<file path="src/rtl/np_bridge_pkg.sv">
// Shared opcodes, status codes and FSM encoding for the byte-stream iomem bridge.
// Purely declarative: no logic, no latency, no flow control.
package np_bridge_pkg;

  localparam logic [7:0] OP_WRITE   = 8'h57;
  localparam logic [7:0] OP_READ    = 8'h52;
  localparam logic [7:0] ST_OK      = 8'h00;
  localparam logic [7:0] ST_TIMEOUT = 8'hFF;
  localparam logic [7:0] ST_BADCMD  = 8'hEE;

  typedef enum logic [2:0] {
    S_IDLE = 3'd0,
    S_ADDR = 3'd1,
    S_DATA = 3'd2,
    S_BUS  = 3'd3,
    S_RESP = 3'd4
  } state_t;

  function automatic logic [31:0] shift_in(input logic [31:0] word, input logic [7:0] b);
    return {word[23:0], b};
  endfunction

endpackage

</file>
<file path="src/rtl/np_iomem_bridge_if.sv">
// Bundles the rx byte stream, tx byte stream and iomem initiator signals of the bridge.
// master = bridge side, slave = environment (uart, responder, tx sink).
interface np_iomem_bridge_if;

  logic [7:0]  rx_data;
  logic        rx_valid;
  logic        rx_ready;
  logic [7:0]  tx_data;
  logic        tx_valid;
  logic        tx_ready;
  logic        iomem_valid;
  logic        iomem_ready;
  logic [3:0]  iomem_wstrb;
  logic [31:0] iomem_addr;
  logic [31:0] iomem_wdata;
  logic [31:0] iomem_rdata;
  logic        busy;

  modport master (
    input  rx_data, rx_valid, tx_ready, iomem_ready, iomem_rdata,
    output rx_ready, tx_data, tx_valid, iomem_valid, iomem_wstrb,
           iomem_addr, iomem_wdata, busy
  );

  modport slave (
    output rx_data, rx_valid, tx_ready, iomem_ready, iomem_rdata,
    input  rx_ready, tx_data, tx_valid, iomem_valid, iomem_wstrb,
           iomem_addr, iomem_wdata, busy
  );

endinterface

</file>
<file path="src/rtl/np_bridge_txser.sv">
// Response serializer: loads 1 or 5 bytes, first byte valid the cycle after load.
// Holds o_dat/o_vld until i_rdy; back-to-back bytes with no bubble while i_rdy stays high.
module np_bridge_txser (
  input  logic        CLK,
  input  logic        RST,
  input  logic        i_load,
  input  logic        i_len5,
  input  logic [39:0] i_dat,
  input  logic        i_rdy,
  output logic [7:0]  o_dat,
  output logic        o_vld,
  output logic        o_done
);

  logic [39:0] r_buf;
  logic [2:0]  r_left;
  logic        w_fire;

  assign o_vld  = (r_left != 3'd0);
  assign o_dat  = r_buf[39:32];
  assign w_fire = o_vld & i_rdy;
  assign o_done = w_fire & (r_left == 3'd1);

  always_ff @(posedge CLK or negedge RST) begin
    if (!RST) begin
      r_buf  <= '0;
      r_left <= '0;
    end else if (i_load) begin
      r_buf  <= i_dat;
      r_left <= i_len5 ? 3'd5 : 3'd1;
    end else if (w_fire) begin
      r_buf  <= {r_buf[31:0], 8'h00};
      r_left <= r_left - 3'd1;
    end
  end

endmodule

</file>
<file path="src/rtl/np_iomem_bridge.sv">
// Byte-command to iomem initiator: parse W/R command, run one bus cycle with timeout, reply status(+rdata).
// rx stalls (rx_ready=0) during BUS/RESP; tx bytes held until tx_ready; first reply byte one cycle after ready/abort.
module np_iomem_bridge
  import np_bridge_pkg::*;
#(
  parameter int TIMEOUT = 255,
  parameter int TO_W    = 16
) (
  input logic               CLK,
  input logic               RST,
  np_iomem_bridge_if.master bus
);

  state_t          r_state;
  logic            r_armed;
  logic [7:0]      r_op;
  logic [1:0]      r_cnt;
  logic [31:0]     r_addr;
  logic [31:0]     r_wdata;
  logic [TO_W-1:0] r_to;

  logic       w_rx_fire;
  logic       w_op_ok;
  logic       w_timeout;
  logic       w_bus_ok;
  logic       w_bus_abort;
  logic       w_bad;
  logic       w_load;
  logic       w_len5;
  logic       w_tx_done;
  logic [7:0] w_status;

  assign bus.rx_ready = r_armed &
                        ((r_state == S_IDLE) || (r_state == S_ADDR) || (r_state == S_DATA));
  assign w_rx_fire    = bus.rx_valid & bus.rx_ready;
  assign w_op_ok      = (bus.rx_data == OP_WRITE) || (bus.rx_data == OP_READ);
  assign w_timeout    = (r_to == TO_W'(TIMEOUT));

  // Ready beats the timeout when both land in the same cycle.
  assign w_bus_ok    = (r_state == S_BUS) & bus.iomem_ready;
  assign w_bus_abort = (r_state == S_BUS) & ~bus.iomem_ready & w_timeout;
  assign w_bad       = (r_state == S_IDLE) & w_rx_fire & ~w_op_ok;
  assign w_load      = w_bus_ok | w_bus_abort | w_bad;
  assign w_len5      = w_bus_ok & (r_op == OP_READ);

  always_comb begin
    w_status = ST_BADCMD;
    if (w_bus_ok)         w_status = ST_OK;
    else if (w_bus_abort) w_status = ST_TIMEOUT;
  end

  assign bus.iomem_valid = (r_state == S_BUS);
  assign bus.iomem_addr  = r_addr;
  assign bus.iomem_wdata = r_wdata;
  assign bus.iomem_wstrb = ((r_state == S_BUS) && (r_op == OP_WRITE)) ? 4'hF : 4'h0;
  assign bus.busy        = (r_state != S_IDLE);

  always_ff @(posedge CLK or negedge RST) begin
    if (!RST) begin
      r_state <= S_IDLE;
      r_armed <= 1'b0;
      r_op    <= '0;
      r_cnt   <= '0;
      r_addr  <= '0;
      r_wdata <= '0;
      r_to    <= '0;
    end else begin
      r_armed <= 1'b1;
      case (r_state)
        S_IDLE: begin
          if (w_rx_fire) begin
            r_op    <= bus.rx_data;
            r_cnt   <= 2'd0;
            r_state <= w_op_ok ? S_ADDR : S_RESP;
          end
        end
        S_ADDR: begin
          if (w_rx_fire) begin
            r_addr <= shift_in(r_addr, bus.rx_data);
            r_cnt  <= r_cnt + 2'd1;
            if (r_cnt == 2'd3) begin
              if (r_op == OP_WRITE) begin
                r_state <= S_DATA;
              end else begin
                r_state <= S_BUS;
                r_to    <= '0;
              end
            end
          end
        end
        S_DATA: begin
          if (w_rx_fire) begin
            r_wdata <= shift_in(r_wdata, bus.rx_data);
            r_cnt   <= r_cnt + 2'd1;
            if (r_cnt == 2'd3) begin
              r_state <= S_BUS;
              r_to    <= '0;
            end
          end
        end
        S_BUS: begin
          if (bus.iomem_ready || w_timeout) r_state <= S_RESP;
          else                              r_to    <= r_to + TO_W'(1);
        end
        S_RESP: begin
          if (w_tx_done) r_state <= S_IDLE;
        end
        default: r_state <= S_IDLE;
      endcase
    end
  end

  np_bridge_txser u_txser (
    .CLK    (CLK),
    .RST    (RST),
    .i_load (w_load),
    .i_len5 (w_len5),
    .i_dat  ({w_status, bus.iomem_rdata}),
    .i_rdy  (bus.tx_ready),
    .o_dat  (bus.tx_data),
    .o_vld  (bus.tx_valid),
    .o_done (w_tx_done)
  );

endmodule

</file>
<file path="src/flat_wrapper.sv">
// flat-port wrapper written by rule: the top's interface ports become plain ports
module np_iomem_bridge_flat import np_bridge_pkg::*;
#(
  parameter int TIMEOUT = 255,
  parameter int TO_W    = 16
)
  (CLK, RST, bus_rx_data, bus_rx_valid, bus_tx_ready, bus_iomem_ready, bus_iomem_rdata, bus_rx_ready, bus_tx_data, bus_tx_valid, bus_iomem_valid, bus_iomem_wstrb, bus_iomem_addr, bus_iomem_wdata, bus_busy);
  np_iomem_bridge_if bus_i ();
  input logic CLK;
  input logic RST;
  input wire logic [$bits(bus_i.rx_data)-1:0] bus_rx_data;
  input wire logic [$bits(bus_i.rx_valid)-1:0] bus_rx_valid;
  input wire logic [$bits(bus_i.tx_ready)-1:0] bus_tx_ready;
  input wire logic [$bits(bus_i.iomem_ready)-1:0] bus_iomem_ready;
  input wire logic [$bits(bus_i.iomem_rdata)-1:0] bus_iomem_rdata;
  output wire logic [$bits(bus_i.rx_ready)-1:0] bus_rx_ready;
  output wire logic [$bits(bus_i.tx_data)-1:0] bus_tx_data;
  output wire logic [$bits(bus_i.tx_valid)-1:0] bus_tx_valid;
  output wire logic [$bits(bus_i.iomem_valid)-1:0] bus_iomem_valid;
  output wire logic [$bits(bus_i.iomem_wstrb)-1:0] bus_iomem_wstrb;
  output wire logic [$bits(bus_i.iomem_addr)-1:0] bus_iomem_addr;
  output wire logic [$bits(bus_i.iomem_wdata)-1:0] bus_iomem_wdata;
  output wire logic [$bits(bus_i.busy)-1:0] bus_busy;
  assign bus_i.rx_data = bus_rx_data;
  assign bus_i.rx_valid = bus_rx_valid;
  assign bus_i.tx_ready = bus_tx_ready;
  assign bus_i.iomem_ready = bus_iomem_ready;
  assign bus_i.iomem_rdata = bus_iomem_rdata;
  assign bus_rx_ready = bus_i.rx_ready;
  assign bus_tx_data = bus_i.tx_data;
  assign bus_tx_valid = bus_i.tx_valid;
  assign bus_iomem_valid = bus_i.iomem_valid;
  assign bus_iomem_wstrb = bus_i.iomem_wstrb;
  assign bus_iomem_addr = bus_i.iomem_addr;
  assign bus_iomem_wdata = bus_i.iomem_wdata;
  assign bus_busy = bus_i.busy;
  np_iomem_bridge #(.TIMEOUT(TIMEOUT), .TO_W(TO_W)) u_core (.CLK(CLK), .RST(RST), .bus(bus_i));
endmodule
</file>
<file path="config.mk">
export PLATFORM = sky130hd
export DESIGN_NAME = np_iomem_bridge_flat
export DESIGN_NICKNAME = d
export VERILOG_FILES = /design/src/rtl/np_bridge_pkg.sv /design/src/rtl/np_iomem_bridge_if.sv /design/src/rtl/np_bridge_txser.sv /design/src/rtl/np_iomem_bridge.sv /design/src/flat_wrapper.sv
export SDC_FILE = /design/constraint.sdc
export NUM_CORES = 1
export LEC_CHECK = 0
export ABC_AREA = 1
export CAP_MARGIN = 20
export CORE_MARGIN = 2
export CORE_UTILIZATION = 49
export CTS_BUF_LIST = sky130_fd_sc_hd__clkbuf_4 sky130_fd_sc_hd__clkbuf_8
export DETAILED_ROUTE_END_ITERATION = 7
export GPL_TIMING_DRIVEN = 0
export MAX_ROUTING_LAYER = met4
export PLACE_DENSITY = 0.76
export SLEW_MARGIN = 30
export SYNTH_ARGS = -nofsm -noshare
export SYNTH_HDL_FRONTEND = slang
export SYNTH_SLANG_ARGS = --single-unit
</file>
<file path="constraint.sdc">
create_clock -name CLK -period 2.3 [get_ports CLK]
set_input_delay 0.69 -clock CLK [delete_from_list [all_inputs] [get_ports CLK]]
set_output_delay 0.69 -clock CLK [all_outputs]
set_load 0.01 [all_outputs]
</file>
==> out/qor.yml, run 1 <==
coreArea_mm2: 0.0127
path_buf_inv: 3
avgSynthCellArea_um2: 8.14
ys_async_sr_fraction: 1.00
cts_buffers: 17
slowest_delay_ns: 0.43
antenna_found_initial: 0
hold_class: "primary input to asynchronous set/reset pin"
cts-root-buf: "clkbuf_8"
viasPerCell: 4.89
max_slew_margin: 0.617
antenna_cells: 0
rsz0062_at_grt: "true"
cp_max_fo: 4
grt_pass1_wl_um: 26000
place_congestion: 0.888
grt_pass1_vias: 5385
cts.clk_slew.worst_paths_ns: 0.07
p_leak_nw: 4.30
fmax_ghz: 0.436
wirelength_um: 15500
final_nets: 999
multi_input_comb_area_mm2: 0.00245
ys_seq_area_frac: 0.532
ioPinCount: 125
start_kind: "register"
hpwlAfterDp_um: 10800
clock_skew_ns: 0.00905
initial_core_util: 0.507
via_count: 5544
p_clk_frac: 0.232
fp.dieH_um: 119
n_fill_cell: 1102
synth.ff_latch_count: 137
synth_top_flop_cell: "dfrtp_1"
htreeDepth: 4
syn_nets: 842
synth.top_cell.area_share: 0.532
synth_cell_type_count: 33
p_sw_frac: 0.331
power_frac_seq: 0.417
antenna_left: 0
cts_tree: "built"
dr.pass1.iters: 5
synth_area_leaders: "dfrtp_1, nand2_1, inv_1"
synth_common_cells: "nand2_1, dfrtp_1, inv_1"
crit_family: "flip-flops"
grt_max_degree: 77
final_layout_size_suffix_gt1_frac: 0.126
io_buffers: 124
fin_crit_ns: 2.29
synth.most_common_cell: "nand2_1"
ys_warn_count: 0
cts_hold_buffers: 0
routedWlPerCell_um: 13.7
status: "finished, final reports clean"
synth-edff-count: 0
cap_violations: 0
gr-total-overflow: 0
cp.required_ns: 1.61
regArea_mm2: 0.00343
ir_drop_mv: 0.527
syn_to_final_growth_pct: 32.5
slowest_stage: "dfrtp_2"
fin_crit_sh: 0.997
path_cells: "nor2_4, nand2_4, clkbuf_16, nor2_4, buf_4, buf_4"
final_util: 0.671
yosys.area.top_type: "dfrtp_1"
drt_iter0_markers: 384
dieArea_mm2: 0.0141
synth_cells: 792
die_w_um: 119
critPathCaptureType: "output port"
p_switching_w: 0.00287
grtUsageTotal: 0.238
clkLatencyLatePin_ns: 0.45
drv_slew: 0
p_per_area_mw_per_mm2: 1010
p_comb_frac: 0.350
drc: 0
hold_viol_final: 0
clkSinkCount: 137
cp.arrival_ns: 1.60
finalSetupViolCount: 0
fin_setup_tns_ns: 0
rows: 41
cts_buffer_depth: 2
worst-slew-pin-transition_ns: 0.572
critPathKind: "register to output port"
syn_area_mm2: 0.00645
p_int_w: 0.00579
## metrics by stage
stage / hold slack, ns / instance area (um2) / std cells / power, W / setup slack [ns]
6_report: 0.163 / 8540 / 1134 / 0.00866 / 0.00625
5_1_grt: 0.180 / 8540 / 1134 / 0.00925 / -0.0802
4_1_cts: 0.168 / 8490 / 1130 / 0.00864 / -0.00733
3_5_place_dp: 0.459 / 7940 / 1089 / 0.00653 / -0.405
3_3_place_gp: 0.455 / 7900 / 1088 / 0.00642 / -4.89
2_1_floorplan: 0.394 / 6450 / 792 / 0.00511 / 0.260
## routing by layer
metal | global-route usage | part of all wire | vias up | wire length (um)
li1 | - | - | 2765 | -
met1 | 0.309 | 0.44 | 2591 | 6890
met4 | 0.0915 | 0.021 | 0 | 330
met3 | 0.0531 | 0.046 | 31 | 713
met2 | 0.367 | 0.49 | 157 | 7550
met5 | - | 0 | - | 0
## final timing paths
kind                                                      from                               endpoint  slack (ns)  depth (start not counted)
max                              u_core.r_state[2]$_DFFE_PN0P_                     bus_iomem_wstrb[1]       0.006                          6
min                                                        RST  u_core.bus.iomem_addr[27]$_DFFE_PN0P_        0.16                          1
max reg2reg                         u_core.r_to[0]$_DFFE_PN0P_   u_core.u_txser.r_buf[25]$_DFFE_PN0P_        0.25                         11
min reg2reg                u_core.u_txser.r_buf[6]$_DFFE_PN0P_    u_core.u_txser.r_buf[6]$_DFFE_PN0P_        0.48                          2
max in group asynchronous                                  RST          u_core.r_state[0]$_DFFE_PN0P_        1.40                          2
min in group CLK           u_core.u_txser.r_buf[6]$_DFFE_PN0P_    u_core.u_txser.r_buf[6]$_DFFE_PN0P_        0.48                          2
## worst register-to-register path: stages (launching register included)
cell and delay [ns]:
dfrtp_1 0.42, ha_1 0.23, nand2_1 0.08, inv_1 0.09
nand2_2 0.08, nor2_2 0.20, nand3_2 0.21, nand3_4 0.22
buf_6 0.17, nand2_1 0.05, o21ai_0 0.09, nand2_1 0.09
## cell type report
cell class / instances / share of cell area
repair buffers: 138 / 0.160
flip-flops and latches: 137 / 0.402
multi-input cells: 517 / 0.287
well taps: 172 / 0.0252
inverters: 96 / 0.0422
clock inverters: 4 / 0.00630
clock buffers: 28 / 0.0429
plain buffers: 42 / 0.0344
## logic make-up (layout without fill, tap and decap cells)
| group | Yosys count | after routing | synth area share |
|---|---|---|---|
| AND/OR/NAND/NOR | 391 | 391 | 0.251 |
| other | 1 | 1 | 0.000582 |
| adder cells (fa/ha/maj) | 5 | 5 | 0.00970 |
| AO/OA/AOI/OAI | 103 | 103 | 0.0833 |
| XOR/XNOR | 12 | 12 | 0.0163 |
| buffers and inverters | 138 | 308 | 0.0982 |
| flip-flops | 137 | 137 | 0.532 |
| multiplexers | 5 | 5 | 0.00873 |
## layout by cell type, fill, tap and decap left out, types with 2 or more instances in the layout
cell type          n
nand2_4            3
buf_6              8
clkdlybuf4s50_1  115
o21ai_1            2
xor2_1             9
buf_4             28
nand2_1          257
inv_1             93
nand3_1           20
dfrtp_1          135
nor3_1             2
a21oi_1           27
nor3_4             2
inv_2              3
nor2_4             4
nand2_2            5
o21ai_0           67
buf_2             11
clkinvlp_4         2
ha_1               4
xnor2_1            3
nor2_1            71
clkbuf_4           3
clkbuf_1           9
mux2_2             5
clkbuf_8          25
nor2_2             4
clkbuf_2           3
nand3_2            2
a41oi_1            2
dfrtp_2            2
nand4_1           18
## power groups by stage
stage / registers [W] / clock network, W / logic (W)
floorplan: 0.00370 / 0 / 0.00141
global placement: 0.00360 / 0 / 0.00282
detailed placement: 0.00363 / 0 / 0.00290
CTS: 0.00360 / 0.00205 / 0.00299
global route: 0.00370 / 0.00218 / 0.00338
finish: 0.00362 / 0.00201 / 0.00303
## registers in the layout (all words and copies together), names as in the netlist
name / cells
u_core.r_to: 16
u_core.u_txser.r_left: 3
u_core.r_cnt: 2
u_core.bus.iomem_wdata: 32
u_core.r_state: 3
u_core.r_op: 8
u_core.r_armed: 1
u_core.bus.iomem_addr: 32
u_core.u_txser.r_buf: 40
## what timing repair did
item,CTS,global route
setup buffers,9,4
endpoints found under the setup margin,8,10
pin swaps,5,5
gates resized for setup,42,9
No activity file was read; power rests on OpenSTA's default activity.
==> run 2: changes to the inputs <==
--- a/config.mk
+++ b/config.mk
@@ -17,4 +17,5 @@
 export SLEW_MARGIN = 30
 export SYNTH_ARGS = -nofsm -noshare
 export SYNTH_HDL_FRONTEND = slang
+export SYNTH_HIERARCHICAL = 1
 export SYNTH_SLANG_ARGS = --single-unit
==> constraint.sdc (replaced) <==
create_clock -name CLK -period 2.41 [get_ports CLK]
set_input_delay 0.723 -clock CLK [delete_from_list [all_inputs] [get_ports CLK]]
set_output_delay 0.723 -clock CLK [all_outputs]
set_load 0.01 [all_outputs]
==> run 2 against run 1 <==
Compared with the run above: clock skew decreased by 0.00061 ns; final area increased by 1.4%; via count increased by 3.3%; critical path type unchanged; critical endpoint is now bus_iomem_wstrb[3]; largest cell class unchanged.
==> out/qor.yml, run 2 <==
drc: 0  # unchanged
hpwlAfterDp_um: 10700  # was 10,800 um
htreeDepth: 4  # unchanged
cts_tree: "built"  # unchanged
total_power_w: 0.00984  # was 0.00866 W
n_fill_cell: 1140  # was 1,102
fmax_ghz: 0.426
viasPerCell: 4.89  # about the same
rsz0062_at_grt: "true"  # unchanged
synth_common_cells: "nand2_1, dfrtp_1, inv_1"  # unchanged
yosys.area.top_type: "dfrtp_1"  # unchanged
fin_crit_sh: 0.973
finalSetupViolCount: 0  # unchanged
final_cells: 1171  # was 1,134
p_switching_w: 0.00356  # was 0.00287 W
drv_slew: 0  # unchanged
synth.top_cell.area_share: 0.517  # was 0.532
regArea_mm2: 0.00343  # about the same
rows: 42  # was 41
dieArea_mm2: 0.0145  # was 0.0141 mm2
synth-edff-count: 0  # unchanged
fin_setup_tns_ns: 0  # unchanged
die_w_um: 120  # was 119 um
synth_cell_type_count: 33  # unchanged
mostFrequentLayoutCell: "nand2_1"  # unchanged
layout_common_cells: "nand2_1, dfrtp_1, clkdlybuf4s50_1"  # unchanged
initial_core_util: 0.500  # was 0.507
clkLatencyLatePin_ns: 0.44  # was 0.45 ns
place_congestion: 0.916  # was 0.888
clock_skew_ns: 0.00845  # was 0.00905 ns
antenna_found_initial: 0  # unchanged
synth_top_flop_cell: "dfrtp_1"  # unchanged
hold_class: "primary input to asynchronous set/reset pin"  # unchanged
grt_max_degree: 87  # was 77
fp.dieH_um: 120  # was 119 um
dp_cells: 1131  # was 1,089
start_kind: "register"  # unchanged
p_clk_frac: 0.203  # was 0.232
ys_warn_count: 6  # was 0
grtUsageTotal: 0.233  # was 0.238
p_int_w: 0.00627  # was 0.00579 W
syn_to_final_growth_pct: 30.7  # was 32.5%
clkSinkCount: 137  # unchanged
ys_seq_area_frac: 0.517  # was 0.532
wirelength_um: 15400  # was 15,500 um
rr_endpoint: "u_core/u_txser/r_buf[16]$_DFFE_PN0P_"  # was u_core.u_txser.r_buf[25]$_DFFE_PN0P_
final_nets: 1033  # was 999
synth_area_leaders: "dfrtp_1, nand2_1, o21ai_0"  # was dfrtp_1, nand2_1, inv_1
grt_pass1_vias: 5409  # was 5,385
max_flop_register: "u_core/u_txser/r_buf"  # was u_core.u_txser.r_buf
avgSynthCellArea_um2: 7.99  # was 8.14 um2
ir_drop_mv: 0.780  # was 0.527 mV
critPathCaptureType: "output port"  # unchanged
power_frac_seq: 0.368  # was 0.417
cap_violations: 0  # unchanged
p_comb_frac: 0.428  # was 0.350
synth.most_common_cell: "nand2_1"  # unchanged
coreArea_mm2: 0.0132  # was 0.0127 mm2
final_layout_size_suffix_gt1_frac: 0.131  # was 0.126
syn_area_mm2: 0.00663  # was 0.00645 mm2
cts-root-buf: "clkbuf_8"  # unchanged
cts.clk_slew.worst_paths_ns: 0.07  # about the same
drt_iter0_markers: 345  # was 384
antenna_left: 0  # unchanged
multi_input_comb_area_mm2: 0.00256  # was 0.00245 mm2
p_sw_frac: 0.362  # was 0.331
synth.ff_latch_count: 137  # unchanged
cp_max_fo: 4  # unchanged
ys_async_sr_fraction: 1.00  # unchanged
fin_crit_ns: 2.35
grt_pass1_wl_um: 26200  # was 26,000 um
p_per_area_mw_per_mm2: 1140  # was 1010 mW/mm2
p_leak_nw: 4.21  # was 4.30 nW
cp.arrival_ns: 1.62  # was 1.60 ns
rr_worst_depth: 13  # was 11
hold_viol_final: 0  # unchanged
critPathKind: "register to output port"  # unchanged
largest_register_ff_count: 40  # unchanged
cts_buffers: 17  # unchanged
rrSetupSlack_ns: 0.21  # was 0.25 ns
dr.pass1.iters: 5  # unchanged
cts_buffer_depth: 2  # unchanged
status: "finished, final reports clean"  # unchanged
worstReg2RegStart: "u_core/r_to[0]$_DFFE_PN0P_"  # was u_core.r_to[0]$_DFFE_PN0P_
routedWlPerCell_um: 13.1  # was 13.7 um
antenna_cells: 0  # unchanged
via_count: 5726  # was 5,544
gr-total-overflow: 0  # unchanged
syn_nets: 880  # was 842
ioPinCount: 125  # unchanged
synth_cells: 830  # was 792
io_buffers: 124  # unchanged
cp.required_ns: 1.69  # was 1.61 ns
[run 2: kinds of logic (layout without fill, tap and decap cells)]
logic type | count (synthesis) | in the layout | share of synthesized area
fa+ha+maj | 5 | 5 | 0.00944
xor+xnor | 2 | 2 | 0.00264
flops | 137 | 137 | 0.517
buf+inv | 134 | 299 | 0.102
other cells | 1 | 1 | 0.000566
simple gates | 426 | 426 | 0.265
compound gates | 125 | 125 | 0.103
[run 2: how the worst max path moves through the flow]
stage / startpoint / endpoint
6_report: u_core/r_state[2]$_DFFE_PN0P_ / bus_iomem_wstrb[3]
3_3_place_gp: RST / u_core/bus.iomem_addr[6]$_DFFE_PN0P_
4_1_cts: u_core/r_state[2]$_DFFE_PN0P_ / bus_iomem_wstrb[0]
3_5_place_dp: u_core/r_state[2]$_DFFE_PN0P_ / bus_iomem_wstrb[3]
5_1_grt: u_core/r_state[2]$_DFFE_PN0P_ / bus_iomem_wstrb[2]
2_1_floorplan: u_core/r_state[2]$_DFFE_PN0P_ / bus_iomem_wstrb[1]
[run 2: cell type report]
class	count	share of cell area
Sequential cell	137	0.396
Multi-Input combinational cell	559	0.295
Timing Repair Buffer	135	0.154
Buffer	45	0.0403
Inverter	88	0.0399
Clock buffer	24	0.0360
Tap cell	176	0.0254
Clock inverter	7	0.0133
[run 2: per-stage QoR]
stage | utilization | area, um2 | setup WS (ns) | hold WS, ns
4_1_cts | 0.651 | 8620 | -0.00481 | 0.175
3_5_place_dp | 0.613 | 8120 | -0.417 | 0.460
5_1_grt | 0.654 | 8660 | -0.0418 | 0.185
2_1_floorplan | - | 6630 | 0.226 | 0.427
6_report | 0.654 | 8660 | 0.0639 | 0.177
3_3_place_gp | 0.611 | 8090 | -4.89 | 0.454
[run 2: per-layer routing]
layer / wire, um / vias up / GRT usage
met5: 0 / - / -
met4: 214 / 0 / 0.0698
met3: 927 / 15 / 0.0599
met2: 7250 / 177 / 0.355
met1: 6970 / 2632 / 0.310
li1: - / 2902 / -
[run 2: power groups by stage]
stage | Sequential (W) | Clock [W] | Combinational [W]
6_report | 0.00363 | 0.00200 | 0.00421
5_1_grt | 0.00373 | 0.00216 | 0.00467
4_1_cts | 0.00363 | 0.00204 | 0.00419
3_5_place_dp | 0.00367 | 0 | 0.00409
3_3_place_gp | 0.00366 | 0 | 0.00402
2_1_floorplan | 0.00381 | 0 | 0.00209
[run 2: what timing repair did]
action / in CTS / in global routing
hold buffers: 0 / 0
resized for setup: 31 / 17
setup buffers: 7 / 3
endpoints found under the setup margin: 8 / 40
endpoints found under the hold margin: 0 / 0
pin swaps: 3 / 2
[run 2: critical path, cell delays in order, from the launching register on]
cell      delay [ns]
dfrtp_1         0.39
inv_2           0.07
nand2_2         0.06
nor2_4          0.10
buf_6           0.13
clkinv_8        0.05
nor2_4          0.17
buf_6           0.12
buf_6           0.09
==> run 3: changes to the inputs <==
--- a/config.mk
+++ b/config.mk
@@ -8,12 +8,13 @@
 export ABC_AREA = 1
 export CAP_MARGIN = 20
 export CORE_MARGIN = 2
-export CORE_UTILIZATION = 49
+export CORE_UTILIZATION = 54
 export CTS_BUF_LIST = sky130_fd_sc_hd__clkbuf_4 sky130_fd_sc_hd__clkbuf_8
 export DETAILED_ROUTE_END_ITERATION = 7
 export GPL_TIMING_DRIVEN = 0
 export MAX_ROUTING_LAYER = met4
-export PLACE_DENSITY = 0.76
+export PLACE_DENSITY = 0.82
+export SETUP_SLACK_MARGIN = 0.02
 export SLEW_MARGIN = 30
 export SYNTH_ARGS = -nofsm -noshare
 export SYNTH_HDL_FRONTEND = slang
==> run 3 against run 2 <==
Compared with the run above: the flow now finishes with violations (setup timing); die area fell by 9.0%; sequential cell count is the same; cell count fell by 2.3%; maximum frequency down 3.4%; critical path type unchanged; count of clock-buffer cells in the layout shrank 4; register-to-register slack improved by 0.04 ns; final area shrank 0.22%; largest cell class unchanged; utilization up 6.5 points; critical endpoint is now bus_iomem_wstrb[1].
==> out/qor.yml, run 3 (synthesis gave the netlist of run 2 again) <==
drv_slew: 0  # unchanged
critPathCaptureType: "output port"  # unchanged
crit_family: "buffers and inverters"  # unchanged
cpMostUsedCell: "buf_6"  # unchanged
final_util: 0.720  # was 0.654
cts_buffers: 17  # unchanged
dpl_cell_area_mm2: 0.00809  # was 0.00812 mm2
ir_drop_mv: 0.741  # was 0.780 mV
path_cells: "inv_2, nand2_4, nor2_4, buf_6, clkinv_8, nor2_4, buf_6, buf_6"  # was inv_2, nand2_2, nor2_4, buf_6, clkinv_8, nor2_4, buf_6, buf_6
dr.pass1.iters: 4  # was 5
max_flop_register: "u_core/u_txser/r_buf"  # unchanged
fin_setup_tns_ns: -0.0478  # was 0 ns
coreArea_mm2: 0.0120  # was 0.0132 mm2
worst-slew-pin-transition_ns: 0.525
routedWlPerCell_um: 13.8  # was 13.1 um
cap_violations: 0  # unchanged
multi_input_comb_area_mm2: 0.00258  # was 0.00256 mm2
slowest_delay_ns: 0.40  # was 0.39 ns
cp.arrival_ns: 1.71  # was 1.62 ns
cp.required_ns: 1.69  # about the same
drt_iter0_markers: 337  # was 345
cts_hold_buffers: 0  # unchanged
final_layout_size_suffix_gt1_frac: 0.135  # was 0.131
antenna_left: 0  # unchanged
path_buf_inv: 5  # unchanged
largest_register_ff_count: 40  # unchanged
layout_common_cells: "nand2_1, dfrtp_1, clkdlybuf4s50_1"  # unchanged
cts-root-buf: "clkbuf_8"  # unchanged
clkSinkCount: 137  # unchanged
clock_skew_ns: 0.00957  # was 0.00845 ns
final_nets: 1035  # was 1,033
n_fill_cell: 930  # was 1,140
io_buffers: 124  # unchanged
via_count: 5884  # was 5,726
cts.clk_slew.worst_paths_ns: 0.08  # was 0.07 ns
fin_area_mm2: 0.00864  # was 0.00866 mm2
grt_max_degree: 70  # was 87
htreeDepth: 4  # unchanged
hold_class: "primary input to asynchronous set/reset pin"  # unchanged
mostFrequentLayoutCell: "nand2_1"  # unchanged
status: "finished, violations left"  # was finished, final reports clean
clkLatencyLatePin_ns: 0.45  # was 0.44 ns
rows: 40  # was 42
hpwlAfterDp_um: 11000  # was 10,700 um
dieArea_mm2: 0.0132  # was 0.0145 mm2
rsz0062_at_grt: "true"  # unchanged
ioPinCount: 125  # unchanged
hold_viol_final: 0  # unchanged
slowest_stage: "dfrtp_1"  # unchanged
fmax_ghz: 0.412  # was 0.426 GHz
violations: "setup timing"
cp_max_fo: 6  # was 4
antenna_found_initial: 0  # unchanged
cts_tree: "built"  # unchanged
antenna_cells: 0  # unchanged
die_w_um: 115  # was 120 um
critPathKind: "register to output port"  # unchanged
gr-total-overflow: 0  # unchanged
p_per_area_mw_per_mm2: 1130  # was 1140 mW/mm2
fin_crit_sh: 1.01  # was 0.973
regArea_mm2: 0.00343  # about the same
syn_to_final_growth_pct: 30.4  # was 30.7%
grt_pass1_wl_um: 26100  # was 26,200 um
finalWorstSetupSlack_ns: -0.0183  # was 0.0639 ns
whs_ns: 0.209  # was 0.177 ns
fin_crit_ns: 2.43  # was 2.35 ns
grt_pass1_vias: 5575  # was 5,409
fp.dieH_um: 115  # was 120 um
wirelength_um: 15800  # was 15,400 um
drc: 0  # unchanged
p_leak_nw: 4.21  # about the same
cts_buffer_depth: 2  # unchanged
finalSetupViolCount: 3  # was 0
start_kind: "register"  # unchanged
grtUsageTotal: 0.259  # was 0.233
initial_core_util: 0.552  # was 0.500
place_congestion: 0.895  # was 0.916
viasPerCell: 5.14  # was 4.89
max_slew_margin: 0.650
-- run 3: cell types whose count changed in the layout (fill, tap and decap cells not counted), moves of 2 or more --
cell	delta
clkinv_4	+2
clkbuf_2	-2
buf_4	+2
dfrtp_2	+2
dfrtp_1	-2
clkinv_2	+2
clkbuf_4	-3
-- run 3: per-layer routing --
layer / track usage / vias up / part of all wire
met4: 0.0924 / 0 / 0.014
met1: 0.331 / 2786 / 0.45
met3: 0.0617 / 19 / 0.053
met5: - / - / 0
li1: - / 2911 / -
met2: 0.409 / 168 / 0.48
-- run 3: per-stage QoR --
stage               power (W)  setup WS (ns)  std cells
finish                0.00981        -0.0183       1144
global route           0.0105         -0.109       1144
CTS                   0.00976         -0.112       1139
detailed placement    0.00778         -0.431       1102
global placement      0.00766          -4.85       1101
floorplan             0.00591          0.226        830
-- run 3: repair_timing --
item,CTS,global route
gates resized for setup,40,21
buffers inserted,7,8
pin swaps,2,2
endpoints found under the setup margin,10,44
-- run 3: power by group --
group	total, W	internal, W	switching [W]
logic	0.00428	0.00201	0.00227
clock network	0.00188	0.000993	0.000882
registers	0.00365	0.00313	0.000519
-- run 3: worst paths after layout --
check | start | end | slack [ns] | depth (start not counted)
setup / recovery | u_core/r_state[2]$_DFFE_PN0P_ | bus_iomem_wstrb[1] | -0.02 | 8
hold / removal | RST | u_core/r_to[8]$_DFFE_PN0P_ | 0.21 | 1
setup reg to reg | u_core/r_to[0]$_DFFE_PN0P_ | u_core/u_txser/r_buf[31]$_DFFE_PN0P_ | 0.25 | 13
hold reg to reg | u_core/bus.iomem_wdata[25]$_DFFE_PN0P_ | u_core/bus.iomem_wdata[25]$_DFFE_PN0P_ | 0.47 | 2
max in group asynchronous | RST | u_core/r_state[1]$_DFFE_PN0P_ | 1.49 | 2
min in group CLK | u_core/bus.iomem_wdata[25]$_DFFE_PN0P_ | u_core/bus.iomem_wdata[25]$_DFFE_PN0P_ | 0.47 | 2
-- run 3: area by class of cell --
| type | count | area share |
|---|---|---|
| plain buffers | 43 | 0.0378 |
| clock buffers | 20 | 0.0318 |
| clock inverters | 11 | 0.0140 |
| inverters | 88 | 0.0400 |
| multi-input cells | 559 | 0.298 |
| flip-flops and latches | 137 | 0.397 |
| well taps | 147 | 0.0213 |
| repair buffers | 139 | 0.160 |
